**src/rtl/cam_pkg.sv**
```systemverilog
// Shared types and constants for the camera capture path and the frame buffer scan-out side.
package cam_pkg;

  localparam int unsigned H_PIXELS_c = 640;
  localparam int unsigned V_LINES_c  = 480;
  localparam int unsigned FB_DEPTH_c = H_PIXELS_c * V_LINES_c;

  typedef enum logic [1:0] {
    IDLE     = 2'd0,
    WAIT_SOF = 2'd1,
    CAPTURE  = 2'd2
  } cam_state_e;

  typedef struct packed {
    logic [3:0] r;
    logic [3:0] g;
    logic [3:0] b;
  } rgb444_t;

  // Row/column counter width: holds the count and always exposes bits [8:5].
  function automatic int unsigned cnt_w(input int unsigned n);
    int unsigned w;
    w = $clog2(n + 1);
    return (w > 9) ? w : 9;
  endfunction

endpackage

```
**src/rtl/cam_capture_if.sv**
```systemverilog
// Camera DVP input bundle and frame buffer write port of the capture block.
interface cam_capture_if #(
  parameter int unsigned ADDR_WIDTH_g = 19
) ();

  logic                    cam_pclk_i;
  logic                    cam_vsync_i;
  logic                    cam_href_i;
  logic [7:0]              cam_data_i;
  logic [ADDR_WIDTH_g-1:0] fb_addr_o;
  cam_pkg::rgb444_t        fb_data_o;
  logic                    fb_we_o;

  // Capture block side: consumes the camera stream, drives the frame buffer.
  modport master (
    input  cam_pclk_i, cam_vsync_i, cam_href_i, cam_data_i,
    output fb_addr_o, fb_data_o, fb_we_o
  );

  // Environment side: sensor model and frame buffer.
  modport slave (
    output cam_pclk_i, cam_vsync_i, cam_href_i, cam_data_i,
    input  fb_addr_o, fb_data_o, fb_we_o
  );

endinterface

```
**src/rtl/cam_sync.sv**
```systemverilog
// N-stage synchroniser with rising/falling edge detect on the synchronised value.
module cam_sync #(
  parameter int unsigned STAGES_g = 2,
  parameter int unsigned WIDTH_g  = 1
) (
  input  logic               clk_i,
  input  logic               rst_i,
  input  logic [WIDTH_g-1:0] d_i,
  output logic [WIDTH_g-1:0] q_o,
  output logic [WIDTH_g-1:0] rise_c,
  output logic [WIDTH_g-1:0] fall_c
);

  logic [STAGES_g-1:0][WIDTH_g-1:0] stage_q, stage_d;
  logic [WIDTH_g-1:0]               prev_q, prev_d;

  always_comb begin
    stage_d = {stage_q[STAGES_g-2:0], d_i};
    prev_d  = stage_q[STAGES_g-1];
  end

  always_ff @(posedge clk_i) begin
    if (rst_i) begin
      stage_q <= '0;
      prev_q  <= '0;
    end else begin
      stage_q <= stage_d;
      prev_q  <= prev_d;
    end
  end

  assign q_o    = stage_q[STAGES_g-1];
  assign rise_c = q_o & ~prev_q;
  assign fall_c = ~q_o & prev_q;

endmodule

```
**src/rtl/cam_capture.sv**
```systemverilog
// DVP camera to RGB444 frame buffer writer, all logic on clk_i.
// Build option CAM_CAPTURE_TEST_PATTERN_EN replaces camera pixels with a row/column pattern.
module cam_capture
  import cam_pkg::*;
#(
  parameter int unsigned H_PIXELS_g    = H_PIXELS_c,
  parameter int unsigned V_LINES_g     = V_LINES_c,
  parameter int unsigned ADDR_WIDTH_g  = 19,
  parameter int unsigned SYNC_STAGES_g = 2
) (
  input  logic          clk_i,
  input  logic          rst_i,
  input  logic          capture_en_i,
  cam_capture_if.master bus,
  output logic          frame_done_o,
  output logic          overflow_o,
  output logic          busy_o
);

  localparam logic [ADDR_WIDTH_g-1:0] FB_LAST = ADDR_WIDTH_g'(H_PIXELS_g * V_LINES_g - 1);
  localparam int unsigned COL_W = cnt_w(H_PIXELS_g);
`ifdef CAM_CAPTURE_TEST_PATTERN_EN
  localparam int unsigned ROW_W = cnt_w(V_LINES_g);
`else
  localparam int unsigned ROW_W = 4;
`endif

  logic       pclk_rise_c, pclk_sync_unused, pclk_fall_unused;
  logic       vsync_rise_c, vsync_fall_c, vsync_sync_unused;
  logic       href_sync, href_fall_c, href_rise_unused;
  logic [7:0] data_sync, data_rise_unused, data_fall_unused;

  cam_sync #(.STAGES_g(SYNC_STAGES_g), .WIDTH_g(1)) u_sync_pclk (
    .clk_i(clk_i), .rst_i(rst_i), .d_i(bus.cam_pclk_i),
    .q_o(pclk_sync_unused), .rise_c(pclk_rise_c), .fall_c(pclk_fall_unused)
  );

  cam_sync #(.STAGES_g(SYNC_STAGES_g), .WIDTH_g(1)) u_sync_vsync (
    .clk_i(clk_i), .rst_i(rst_i), .d_i(bus.cam_vsync_i),
    .q_o(vsync_sync_unused), .rise_c(vsync_rise_c), .fall_c(vsync_fall_c)
  );

  cam_sync #(.STAGES_g(SYNC_STAGES_g), .WIDTH_g(1)) u_sync_href (
    .clk_i(clk_i), .rst_i(rst_i), .d_i(bus.cam_href_i),
    .q_o(href_sync), .rise_c(href_rise_unused), .fall_c(href_fall_c)
  );

  // Same depth as pclk so the byte lines up with its sample event.
  cam_sync #(.STAGES_g(SYNC_STAGES_g), .WIDTH_g(8)) u_sync_data (
    .clk_i(clk_i), .rst_i(rst_i), .d_i(bus.cam_data_i),
    .q_o(data_sync), .rise_c(data_rise_unused), .fall_c(data_fall_unused)
  );

  cam_state_e              state_q, state_d;
  logic [ADDR_WIDTH_g-1:0] addr_q, addr_d;
  rgb444_t                 data_q, data_d;
  logic                    we_q, we_d;
  logic                    done_q, done_d;
  logic                    ovf_q, ovf_d;
  logic                    busy_q, busy_d;
  logic                    full_q, full_d;
  logic                    phase_q, phase_d;
  logic [3:0]              red_q, red_d;
  logic [COL_W-1:0]        col_q, col_d;
  logic [ROW_W-1:0]        row_q, row_d;
  logic                    pix_c;

  always_comb begin
    state_d = state_q;
    addr_d  = addr_q;
    data_d  = data_q;
    we_d    = 1'b0;
    done_d  = 1'b0;
    ovf_d   = ovf_q;
    full_d  = full_q;
    phase_d = phase_q;
    red_d   = red_q;
    col_d   = col_q;
    row_d   = row_q;
    pix_c   = 1'b0;

    // Address advances the cycle after a write, and pins at the last location.
    if (we_q) begin
      if (addr_q == FB_LAST) full_d = 1'b1;
      else                   addr_d = addr_q + ADDR_WIDTH_g'(1);
    end

    case (state_q)
      IDLE: begin
        if (capture_en_i) state_d = WAIT_SOF;
      end
      WAIT_SOF: begin
        if (vsync_fall_c) begin
          addr_d  = '0;
          full_d  = 1'b0;
          phase_d = 1'b0;
          col_d   = '0;
          row_d   = '0;
          state_d = CAPTURE;
        end
      end
      CAPTURE: begin
        if (pclk_rise_c && href_sync) begin
          if (!phase_q) begin
            red_d   = data_sync[3:0];
            phase_d = 1'b1;
          end else begin
            phase_d = 1'b0;
            pix_c   = 1'b1;
          end
        end
        if (href_fall_c) begin
          col_d = '0;
          row_d = row_q + ROW_W'(1);
        end
        // Frame end; capture_en_i only matters here, never mid-frame.
        if (vsync_rise_c) begin
          done_d  = 1'b1;
          state_d = capture_en_i ? WAIT_SOF : IDLE;
        end
      end
      default: state_d = IDLE;
    endcase

    if (!href_sync) phase_d = 1'b0;

    if (pix_c) begin
      if (full_d) begin
        ovf_d = 1'b1;
      end else begin
        we_d  = 1'b1;
        col_d = col_q + COL_W'(1);
`ifdef CAM_CAPTURE_TEST_PATTERN_EN
        data_d = rgb444_t'({col_q[8:5], row_q[8:5], col_q[3:0] ^ row_q[3:0]});
`else
        data_d = '{r: red_q, g: data_sync[7:4], b: data_sync[3:0]};
`endif
      end
    end

    busy_d = (state_d != IDLE);
  end

  always_ff @(posedge clk_i) begin
    if (rst_i) begin
      state_q <= IDLE;
      addr_q  <= '0;
      data_q  <= '0;
      we_q    <= 1'b0;
      done_q  <= 1'b0;
      ovf_q   <= 1'b0;
      busy_q  <= 1'b0;
      full_q  <= 1'b0;
      phase_q <= 1'b0;
      red_q   <= '0;
      col_q   <= '0;
      row_q   <= '0;
    end else begin
      state_q <= state_d;
      addr_q  <= addr_d;
      data_q  <= data_d;
      we_q    <= we_d;
      done_q  <= done_d;
      ovf_q   <= ovf_d;
      busy_q  <= busy_d;
      full_q  <= full_d;
      phase_q <= phase_d;
      red_q   <= red_d;
      col_q   <= col_d;
      row_q   <= row_d;
    end
  end

  assign bus.fb_addr_o = addr_q;
  assign bus.fb_data_o = data_q;
  assign bus.fb_we_o   = we_q;
  assign frame_done_o  = done_q;
  assign overflow_o    = ovf_q;
  assign busy_o        = busy_q;

endmodule

```
**src/flat_wrapper.sv**
```systemverilog
// flat-port wrapper written by rule: the top's interface ports become plain ports
module cam_capture_flat import cam_pkg::*;
#(
  parameter int unsigned H_PIXELS_g    = H_PIXELS_c,
  parameter int unsigned V_LINES_g     = V_LINES_c,
  parameter int unsigned ADDR_WIDTH_g  = 19,
  parameter int unsigned SYNC_STAGES_g = 2
)
  (clk_i, rst_i, capture_en_i, frame_done_o, overflow_o, busy_o, bus_cam_pclk_i, bus_cam_vsync_i, bus_cam_href_i, bus_cam_data_i, bus_fb_addr_o, bus_fb_data_o, bus_fb_we_o);
  cam_capture_if #(.ADDR_WIDTH_g(ADDR_WIDTH_g)) bus_i ();
  input  logic clk_i;
  input  logic rst_i;
  input  logic capture_en_i;
  output logic frame_done_o;
  output logic overflow_o;
  output logic busy_o;
  input wire logic [$bits(bus_i.cam_pclk_i)-1:0] bus_cam_pclk_i;
  input wire logic [$bits(bus_i.cam_vsync_i)-1:0] bus_cam_vsync_i;
  input wire logic [$bits(bus_i.cam_href_i)-1:0] bus_cam_href_i;
  input wire logic [$bits(bus_i.cam_data_i)-1:0] bus_cam_data_i;
  output wire logic [$bits(bus_i.fb_addr_o)-1:0] bus_fb_addr_o;
  output wire logic [$bits(bus_i.fb_data_o)-1:0] bus_fb_data_o;
  output wire logic [$bits(bus_i.fb_we_o)-1:0] bus_fb_we_o;
  assign bus_i.cam_pclk_i = bus_cam_pclk_i;
  assign bus_i.cam_vsync_i = bus_cam_vsync_i;
  assign bus_i.cam_href_i = bus_cam_href_i;
  assign bus_i.cam_data_i = bus_cam_data_i;
  assign bus_fb_addr_o = bus_i.fb_addr_o;
  assign bus_fb_data_o = bus_i.fb_data_o;
  assign bus_fb_we_o = bus_i.fb_we_o;
  cam_capture #(.H_PIXELS_g(H_PIXELS_g), .V_LINES_g(V_LINES_g), .ADDR_WIDTH_g(ADDR_WIDTH_g), .SYNC_STAGES_g(SYNC_STAGES_g)) u_core (.clk_i(clk_i), .rst_i(rst_i), .capture_en_i(capture_en_i), .bus(bus_i), .frame_done_o(frame_done_o), .overflow_o(overflow_o), .busy_o(busy_o));
endmodule
```
**config.mk**
```make
export PLATFORM = sky130hd
export DESIGN_NAME = cam_capture_flat
export DESIGN_NICKNAME = d
export VERILOG_FILES = /design/src/rtl/cam_pkg.sv /design/src/rtl/cam_capture_if.sv /design/src/rtl/cam_sync.sv /design/src/rtl/cam_capture.sv /design/src/flat_wrapper.sv
export SDC_FILE = /design/constraint.sdc
export NUM_CORES = 1
export LEC_CHECK = 0
export CELL_PAD_IN_SITES_DETAIL_PLACEMENT = 1
export CELL_PAD_IN_SITES_GLOBAL_PLACEMENT = 1
export CORE_ASPECT_RATIO = 1.4
export CORE_MARGIN = 4
export CORE_UTILIZATION = 39
export DETAILED_ROUTE_END_ITERATION = 8
export PLACE_DENSITY = 0.87
export SYNTH_ARGS = -nofsm -noshare
export SYNTH_HDL_FRONTEND = slang
export SYNTH_SLANG_ARGS = --single-unit
```
**constraint.sdc**
```tcl
create_clock -name clk_i -period 2.5 [get_ports clk_i]
set_input_delay 0.5 -clock clk_i [delete_from_list [all_inputs] [get_ports clk_i]]
set_output_delay 0.5 -clock clk_i [all_outputs]
set_load 0.02 [all_outputs]
```
==> results_dict.tcl <==
set metrics [dict create \
    cp_slowest_stage_delay_ps 690 \
    post_route_clock_period_utilization 0.841 \
    synthesis.area_um2 2520 \
    cts_buffers 9 \
    first_pass_grt_wire_length_um 9560 \
    area.growth.synth_to_final_pct 28.2 \
    setup_violations 0 \
    route.vias.total 1998 \
    drt-pass1-iter-count 4 \
    final_util 0.517 \
    shortest_clock_period_the_worst_path_allows_after_layout_ps 2100 \
    cts-root-to-sink-buffers 2 \
    cts.clk_slew.worst_paths_ps 70 \
    remaining_design_rule_violation_count 0 \
    fp.coreArea_um2 6250 \
    mappedNetlistNets 270 \
    antenna_violating_nets_post_route 0 \
    yosys_register_bits 67 \
    initialDrtViolationCount 88 \
    max_clock_freq_mhz 475 \
    synth_top_area_cell "sky130_fd_sc_hd__dfxtp_1" \
    setup.worst_path.start_class "register" \
    worstPathBufferInverterCount 1 \
    io-pin-count 49 \
    hold_path_end "u_core.u_sync_data.q_o[7]" \
    worst_ep_arrival_time_ps 1600 \
    worstSetupPathDepth 1 \
    grt_remaining_overflow 0 \
    grt_use_total 0.152 \
    start_util 0.403 \
    synth_most_common_cell "sky130_fd_sc_hd__dfxtp_1" \
    critical-path-slowest-cell "sky130_fd_sc_hd__clkdlybuf4s50_1" \
    timing.critical_path.cells "clkdlybuf4s50_1" \
    clock_skew_ps 4.89 \
    synth-edff-count 0 \
    synth.distinct_cells 44 \
    power.ir.vdd_worst_mv 0.440 \
    cts-resized-gates 0 \
    rsz_0062_raised_after_global_routing "false" \
    criticalPathCategory "reg -> out" \
    yosysWarnings 0 \
    power.density_nw_per_um2 636 \
    std_cell_rows 34 \
    synthFlopType "sky130_fd_sc_hd__dfxtp_1" \
    routed_wire_length_per_instance_um 14.3 \
    max_cap_viol_count 0 \
    cts_root_buf "sky130_fd_sc_hd__clkbuf_8" \
    synthArstFlopShare 0 \
    cts_tree "built" \
    setup.reg_to_reg.worst_slack_ps 460 \
    critical_path.reg2reg.endpoint "u_core.bus.fb_data_o[2]" \
    gpl.final_weighted_congestion 0.809 \
    required_ps 2000 \
    average_via_count_per_standard_cell 5.23 \
    ys_seq_area_frac 0.532 \
    hold_path.class "reg -> reg" \
    dieArea_um2 7830 \
    synth_area_leaders "sky130_fd_sc_hd__dfxtp_1 (53%), sky130_fd_sc_hd__mux2i_1 (6.4%), sky130_fd_sc_hd__nor2b_1 (6.0%), sky130_fd_sc_hd__nor2_1 (4.5%), sky130_fd_sc_hd__xnor2_1 (2.1%)" \
    critical_path.reg2reg.startpoint "u_core.bus.fb_addr_o[0]" \
    hold_viol_final 0 \
    antennaDiodeCount 0 \
    nNetsFinal 320 \
    layout-drive-gt1-share 0.0806 \
    reg2reg_depth 7 \
    syn-instance-count 255 \
    chip_height_um 103 \
    htreeDepth 3 \
    antenna_violations_before_repair 0 \
    postCtsSetupBuffers 0 \
    clock-sinks 67 \
    hpwlAfterDp_um 3920 \
    report.final.slew_viol_count 0 \
    critPathTopFamily "buffers and inverters" \
    worst_hold_path.num_cells 1 \
    slew_headroom 0.719 \
    min-delay-start "u_core.u_sync_data.stage_d[15]" \
    grt_pass1_vias 2037 \
    quantity_of_hold_fixing_buffers_added_after_cts 0 \
    yosysTopAreaCellShare 0.532 \
    critical_path.max_fanout 12 \
    wirelength_um 5460 \
    buffer_ports.inserted 48 \
    synth_area_per_cell_um2 9.88 \
    clkLatencyLatePin_ps 340 \
    chipWidth_um 75.9 \
    tns_ps 0 \
    leakage_uw 0.00127 \
    critical_path.endpoint_type "primary output" \
    status "complete, no violations" \
    worst-slew-pin-transition_ps 420 \
    yosys-top-cells-count "sky130_fd_sc_hd__dfxtp_1 (67), sky130_fd_sc_hd__nor2_1 (30), sky130_fd_sc_hd__nor2b_1 (24)" \
    grt_start_max_net_pins 28 \
]
power by group:
part | switching [uW] | internal (uW) | leakage, uW
Combinational | 30.5 | 37.2 | 0.000624
Sequential | 7.58 | 1090 | 0.000545
Clock | 405 | 487 | 0.000102
Total | 443 | 1610 | 0.00127
layout by cell type, fill, tap and decap left out, types with 2 or more instances in the layout:
| cell type | instances |
|---|---|
| sky130_fd_sc_hd__and3_1 | 4 |
| sky130_fd_sc_hd__nand4_1 | 8 |
| sky130_fd_sc_hd__and4_1 | 2 |
| sky130_fd_sc_hd__nor3_1 | 5 |
| sky130_fd_sc_hd__nor4_1 | 2 |
| sky130_fd_sc_hd__and2_1 | 2 |
| sky130_fd_sc_hd__nand2b_1 | 3 |
| sky130_fd_sc_hd__dfxtp_1 | 67 |
| sky130_fd_sc_hd__o21ai_0 | 9 |
| sky130_fd_sc_hd__or3_1 | 6 |
| sky130_fd_sc_hd__xor2_1 | 2 |
| sky130_fd_sc_hd__mux2i_1 | 16 |
| sky130_fd_sc_hd__nand3_1 | 7 |
| sky130_fd_sc_hd__clkbuf_8 | 10 |
| sky130_fd_sc_hd__nor2_1 | 30 |
| sky130_fd_sc_hd__clkdlybuf4s50_1 | 48 |
| sky130_fd_sc_hd__clkinv_2 | 2 |
| sky130_fd_sc_hd__inv_1 | 6 |
| sky130_fd_sc_hd__xnor2_1 | 6 |
| sky130_fd_sc_hd__buf_4 | 5 |
| sky130_fd_sc_hd__nor2b_1 | 24 |
| sky130_fd_sc_hd__or4_1 | 2 |
| sky130_fd_sc_hd__clkinv_4 | 2 |
| sky130_fd_sc_hd__nand2_1 | 11 |
| sky130_fd_sc_hd__a21oi_1 | 10 |
layer usage:
layer | vias to the layer above | part of all wire | track usage
met4 | 0 | 0.023 | 0.0904
met2 | 56 | 0.51 | 0.273
li1 | 977 | - | -
met5 | - | 0 | 0
met1 | 953 | 0.42 | 0.165
met3 | 12 | 0.050 | 0.0315
metrics by stage:
stage	hold WS [ps]	cell area (um^2)	worst slack [ps]	power [uW]	instances
floorplan	414	2520	564	1150	255
global placement	419	3030	561	1180	366
detailed placement	430	3030	519	1190	366
CTS	447	3230	383	2080	382
global route	465	3230	315	2130	382
finish	444	3230	397	2050	382
worst max-delay path by stage:
stage                          endpoint                     from  slack, ps
2_1_floorplan  u_core.bus.fb_data_o[11]  u_core.bus.fb_addr_o[8]        560
3_3_place_gp    u_core.bus.fb_data_o[6]  u_core.bus.fb_addr_o[3]        560
3_5_place_dp    u_core.bus.fb_data_o[5]  u_core.bus.fb_addr_o[3]        520
4_1_cts                     bus_fb_we_o       u_core.bus.fb_we_o        380
5_1_grt        u_core.bus.fb_data_o[10]  u_core.bus.fb_addr_o[3]        310
6_report                    bus_fb_we_o       u_core.bus.fb_we_o        400
state kept, by name, summed over array words and instances, names as in the netlist, 2 cells and up:
register	flops
u_core.bus.fb_addr_o	19
u_core.bus.fb_data_o	12
u_core.u_sync_data.stage_d	8
u_core.u_sync_data.q_o	8
u_core.red_q	4
u_core.state_q	2
kinds of logic after synthesis:
logic type	share of synthesized area
multiplexers	0.0636
XOR/XNOR	0.0278
adder cells (fa/ha/maj)	0.00496
AND/OR/NAND/NOR	0.249
AO/OA/AOI/OAI	0.0735
buffers and inverters	0.0487
flip-flops	0.532
cell type report:
class	count	area (um^2)
sequential	67	1340
timing repair buffer	53	518
multi-input combinational	168	1060
clock buffer	10	138
clock inverter	6	65.1
inverter	6	22.5
tap	72	90.1
fill	710	3020
No activity file was read; power rests on OpenSTA's default activity.
==> RTL change 1, RTL diff (same settings) <==
`SYNC_STAGES_g` is set to 2 in 2 places; all go to 4.
--- a/src/rtl/cam_capture.sv
+++ b/src/rtl/cam_capture.sv
@@ -8,3 +8,3 @@
   parameter int unsigned ADDR_WIDTH_g  = 19,
-  parameter int unsigned SYNC_STAGES_g = 2
+  parameter int unsigned SYNC_STAGES_g = 4
 ) (
--- a/src/flat_wrapper.sv
+++ b/src/flat_wrapper.sv
@@ -6,3 +6,3 @@
   parameter int unsigned ADDR_WIDTH_g  = 19,
-  parameter int unsigned SYNC_STAGES_g = 2
+  parameter int unsigned SYNC_STAGES_g = 4
 )
Check against the original RTL: not equivalent (a bounded check fails within 10 cycles, from zero or initial values and one cycle with rst_i high).
==> RTL change 1 against the original RTL <==
  * Power rose by 16%
  * Count of clock-buffer cells in the layout rose by 1
  * Routed wire length rose by 11%
  * Worst setup slack got worse by 0.19 ns
  * Sequential power rose by 32%
  * Area after synthesis rose by 21%
  * Final area rose by 17%
  * Largest cell class unchanged
  * Sequential cell count rose by 22
==> RTL change 1: results (changes against the original RTL) <==
[setup_path]
worstPathMaxFanout=13  ; +1
crit_arrival_ns=2.51  ; +0.91 ns
r2r_slack_ns=0.21  ; -0.25 ns
critPathMaxStageDelay_ns=0.62  ; -0.07 ns
rr_endpoint=u_core.bus.fb_data_o[2]$_SDFFE_PP0P_
path_delay_family=simple AND/OR/NAND/NOR gates

[finish]
n_all_buffers=52  ; -1.9%
final_nets=357  ; +12%
layout-drive-gt1-share_pct=6.36  ; -1.7 points
multi_input_gates=186  ; +11%
fin_cells=443  ; +16%
multiInputGateArea_um2=1170  ; +11%
largest_reg_flops=24  ; +5
bufAreaShareNonClock_pct=13.4  ; -2.6 points
fillers=843  ; +19%
clkbuf_count=11  ; +1
n_all_inverters=4  ; -2
seq_area_share_pct=47.3  ; +5.7 points
utilization_pct=50.3  ; -1.4 points
clock_area_share_pct=4.55  ; -1.7 points

[grt]
grt_pass1_wl_mm=10.4  ; +9.0%
grt_use_total_pct=14.4  ; -0.79 points
grt_max_degree=70  ; +150%
met3_usage_pct=4.25  ; +1.1 points
grt_pass1_vias=2250  ; +10%
grt_util_met2_pct=23.6  ; -3.7 points
use_met1_pct=16.7  ; +0.18 points

[worst_hold_path]
hold_path_startpoint=u_core.u_sync_data.stage_d[14]$_SDFF_PP0_
whs_path_depth=1  ; unchanged
min_to=u_core.u_sync_data.stage_d[22]$_SDFF_PP0_

[power_and_ir_drop]
leakage_nw=1.49  ; +17%
peakVddDrop_mv=0.294  ; -33%

[synth]
yosys-top-cells-area=dfxtp_1 58%, nor2b_1 9.4%, mux2i_1 5.3%
yosys-top-cells-count=89 x dfxtp_1, 46 x nor2b_1, 33 x nor2_1
ys_ff_latch=89  ; +33%
synth_cell_types=39  ; -11%
syn_nets=308  ; +14%
synth_cells=293  ; +15%

[placement]
place_ws_ns=0.231  ; -0.288 ns
gp_congestion=0.858  ; +6.0%
placed_cells=428  ; +17%
dp_hpwl_mm=4.18  ; +6.8%
placed_cell_area_um2=3600  ; +19%

[die]
die_w_um=82.7  ; +8.9%

[clock_network]
h-tree-depth=3  ; unchanged
clk_pin_slew_worst_paths_ns=0.09  ; +0.02 ns
postCtsSetupRepairBufs=0  ; unchanged

[drt]
wl_met3_um=244  ; -10%
wl_met2_mm=3.09  ; +11%
met1_length_mm=2.60  ; +14%
drt-vias-per-instance=4.88  ; -6.6%
wire_per_inst_um=13.7  ; -4.3%
drt-initial-drc-count=107  ; +22%

[run_status]
status=complete, no violations

[timing]
max_slew_margin_pct=56.9  ; -15 points
fin_worst_skew_ns=0.0103  ; +0.00544 ns
worst_hold_slack_ns=0.436  ; -0.00736 ns

-- RTL change 1: changes by cell type after synthesis, moves of 5 or more --
cell and change:
nor2b_1 +22, dfxtp_1 +22, xor2_1 +8, a21oi_1 -5
clkbuf_1 +6, or3_1 -5
-- RTL change 1: kinds of logic (layout without fill, tap and decap cells) --
logic type               Yosys count  count (layout)  synth area share [%]
AND/OR/NAND/NOR                  135             135                  24.6
buffers and inverters             18              71                  3.00
adder cells (fa/ha/maj)            1               1                 0.410
XOR/XNOR                          12              12                  3.45
flip-flops                        89              89                  58.5
AO/OA/AOI/OAI                     22              22                  4.84
multiplexers                      16              16                  5.25
-- RTL change 1: worst max path at each step --
stage                                                   start                                   end  slack [ns]  cells past startpoint
after detailed placement   u_core.bus.fb_addr_o[0]$_SDFF_PP0_  u_core.bus.fb_data_o[4]$_SDFFE_PP0P_        0.23                      7
final                      u_core.bus.fb_addr_o[0]$_SDFF_PP0_  u_core.bus.fb_data_o[2]$_SDFFE_PP0P_        0.21                      7
after global placement    u_core.bus.fb_addr_o[10]$_SDFF_PP0_  u_core.bus.fb_data_o[5]$_SDFFE_PP0P_        0.33                      6
after floorplan            u_core.bus.fb_addr_o[0]$_SDFF_PP0_  u_core.bus.fb_data_o[0]$_SDFFE_PP0P_        0.38                      8
after global routing       u_core.bus.fb_addr_o[0]$_SDFF_PP0_  u_core.bus.fb_data_o[2]$_SDFFE_PP0P_        0.04                      7
after CTS                  u_core.bus.fb_addr_o[0]$_SDFF_PP0_  u_core.bus.fb_data_o[2]$_SDFFE_PP0P_        0.20                      7
-- RTL change 1: power breakdown --
part | total (mW) | internal, mW | switching (mW) | leakage, nW
logic | 0.0740 | 0.0384 | 0.0357 | 0.679
registers | 1.45 | 1.44 | 0.00765 | 0.723
clock network | 0.861 | 0.385 | 0.477 | 0.0854
==> RTL change 2, RTL diff (same settings) <==
Made on the original files. Reset style: asynchronous (`rst_i`), changed in 2 clocked blocks.
--- a/src/rtl/cam_sync.sv
+++ b/src/rtl/cam_sync.sv
@@ -21,3 +21,3 @@
 
-  always_ff @(posedge clk_i) begin
+  always_ff @(posedge clk_i or posedge rst_i) begin
     if (rst_i) begin
--- a/src/rtl/cam_capture.sv
+++ b/src/rtl/cam_capture.sv
@@ -143,3 +143,3 @@
 
-  always_ff @(posedge clk_i) begin
+  always_ff @(posedge clk_i or posedge rst_i) begin
     if (rst_i) begin
Behaviour: differs if rst_i is asserted again (counterexample within 4 cycles, from zero or initial values and one cycle with rst_i high); with rst_i held inactive, the same outputs for 10 cycles.
==> RTL change 2 against the original RTL <==
  * Fmax is 6.3% lower
  * Critical path type is now reg2reg
  * First-iteration DRC count is 45% lower
  * Routed wire length is 3.7% higher
  * Sequential cell count stayed put
  * Critical path depth is 4 higher
  * Sequential share of layout area is 7.7 points higher
  * Highest routed layer unchanged
  * Area after synthesis is 3.6% higher
  * Worst setup slack worse by 0.14 ns
  * Final area is 5.4% higher
Power is not compared: it rests on default switching activity, and its combinational part moved more than twofold at a synthesized area within 25%.
==> RTL change 2: results (changes against the original RTL) <==
[placement]
placed_cell_area_um2=3210  ; +6.0%
place_ws_ns=0.249  ; -0.270 ns
gp_congestion=0.882  ; +9.0%
dp_hpwl_mm=4.20  ; +7.1%
placed_cells=320  ; -13%

[finish]
layout-drive-gt1-share_pct=16.0  ; +8.0 points
fin_cells=336  ; -12%
largest_reg_flops=19  ; unchanged
final_nets=272  ; -15%

[setup_path]
crit_arrival_ns=2.47  ; +0.87 ns
path_delay_family=simple AND/OR/NAND/NOR gates
slowest_stage=nor3_4

[drt]
wl_met3_um=282  ; +4.1%
drt-initial-drc-count=48  ; -45%
met1_length_mm=2.30  ; +1.1%
wl_met2_mm=2.91  ; +4.3%
drt-vias-per-instance=5.26  ; +0.60%
wl_mm=5.67  ; +3.7%

[timing]
max_slew_margin_pct=47.4  ; -24 points
fin_worst_skew_ns=0.00747  ; +0.00258 ns

[synth]
ys_seq_area_share_pct=64.2  ; +11 points
syn_area_per_cell_um2=13.3  ; +34%
yosys-top-cells-count=67 x dfrtp_1, 20 x nor2_1, 12 x nand3_1
yosys-top-cells-area=dfrtp_1 64%, mux2_4 5.2%, xor2_1 3.7%
syn_nets=212  ; -21%
synth-main-ff-cell=dfrtp_1
async_flop_share_pct=100  ; +100 points
synth_cell_types=37  ; -16%

[grt]
grt_pass1_wl_mm=9.58  ; +0.22%
met3_usage_pct=5.00  ; +1.9 points
grt_max_degree=30  ; +7.1%
grt_pass1_vias=1915  ; -6.0%
grt_use_total_pct=15.4  ; +0.21 points

[clock_network]
clk_pin_slew_worst_paths_ns=0.07  ; about the same

[run_status]
status=complete, no violations

[RTL change 2: cell types whose count changed after synthesis, sizes merged, moves of 5 or more]
cell   delta
dfrtp    +67
dfxtp    -67
nor2b    -24
mux2     +16
mux2i    -16
nor2      -9
xor2      +9
a21oi     -8
buf       -6
nand3     +5
[RTL change 2: cell type report]
cell class                      count  area, um2
Clock buffer                       11        141
Clock inverter                      5       52.6
Fill cell                         696       3160
Inverter                            5       18.8
Multi-Input combinational cell    120        872
Sequential cell                    67       1680
Tap cell                           74       92.6
Timing Repair Buffer               54        551
[RTL change 2: worst paths after layout]
kind / startpoint / slack [ns] / cells after the start / end
worst max-delay path: u_core.state_q[0]$_DFF_PP0_ / 0.25 / 5 / u_core.bus.fb_data_o[3]$_DFFE_PP0P_
worst min-delay path: u_core.u_sync_vsync.stage_d[1]$_DFF_PP0_ / 0.35 / 0 / u_core.u_sync_vsync.q_o$_DFF_PP0_
worst max register to register: u_core.state_q[0]$_DFF_PP0_ / 0.25 / 5 / u_core.bus.fb_data_o[3]$_DFFE_PP0P_
worst min register to register: u_core.u_sync_vsync.stage_d[1]$_DFF_PP0_ / 0.35 / 0 / u_core.u_sync_vsync.q_o$_DFF_PP0_
max in group asynchronous: rst_i / 1.36 / 4 / u_core.u_sync_data.q_o[0]$_DFF_PP0_
min in group asynchronous: rst_i / 0.46 / 2 / u_core.busy_o$_DFF_PP0_
[RTL change 2: cells by family (layout without fill, tap and decap cells)]
kind of cell    Yosys count  after routing  share of synthesized area [%]
mux                      16             16                           8.19
buf+inv                  10             75                           2.40
flops                    67             67                           64.2
compound gates           17             17                           4.41
fa+ha+maj                 1              1                          0.479
xor+xnor                 14             14                           4.70
simple gates             72             72                           15.6
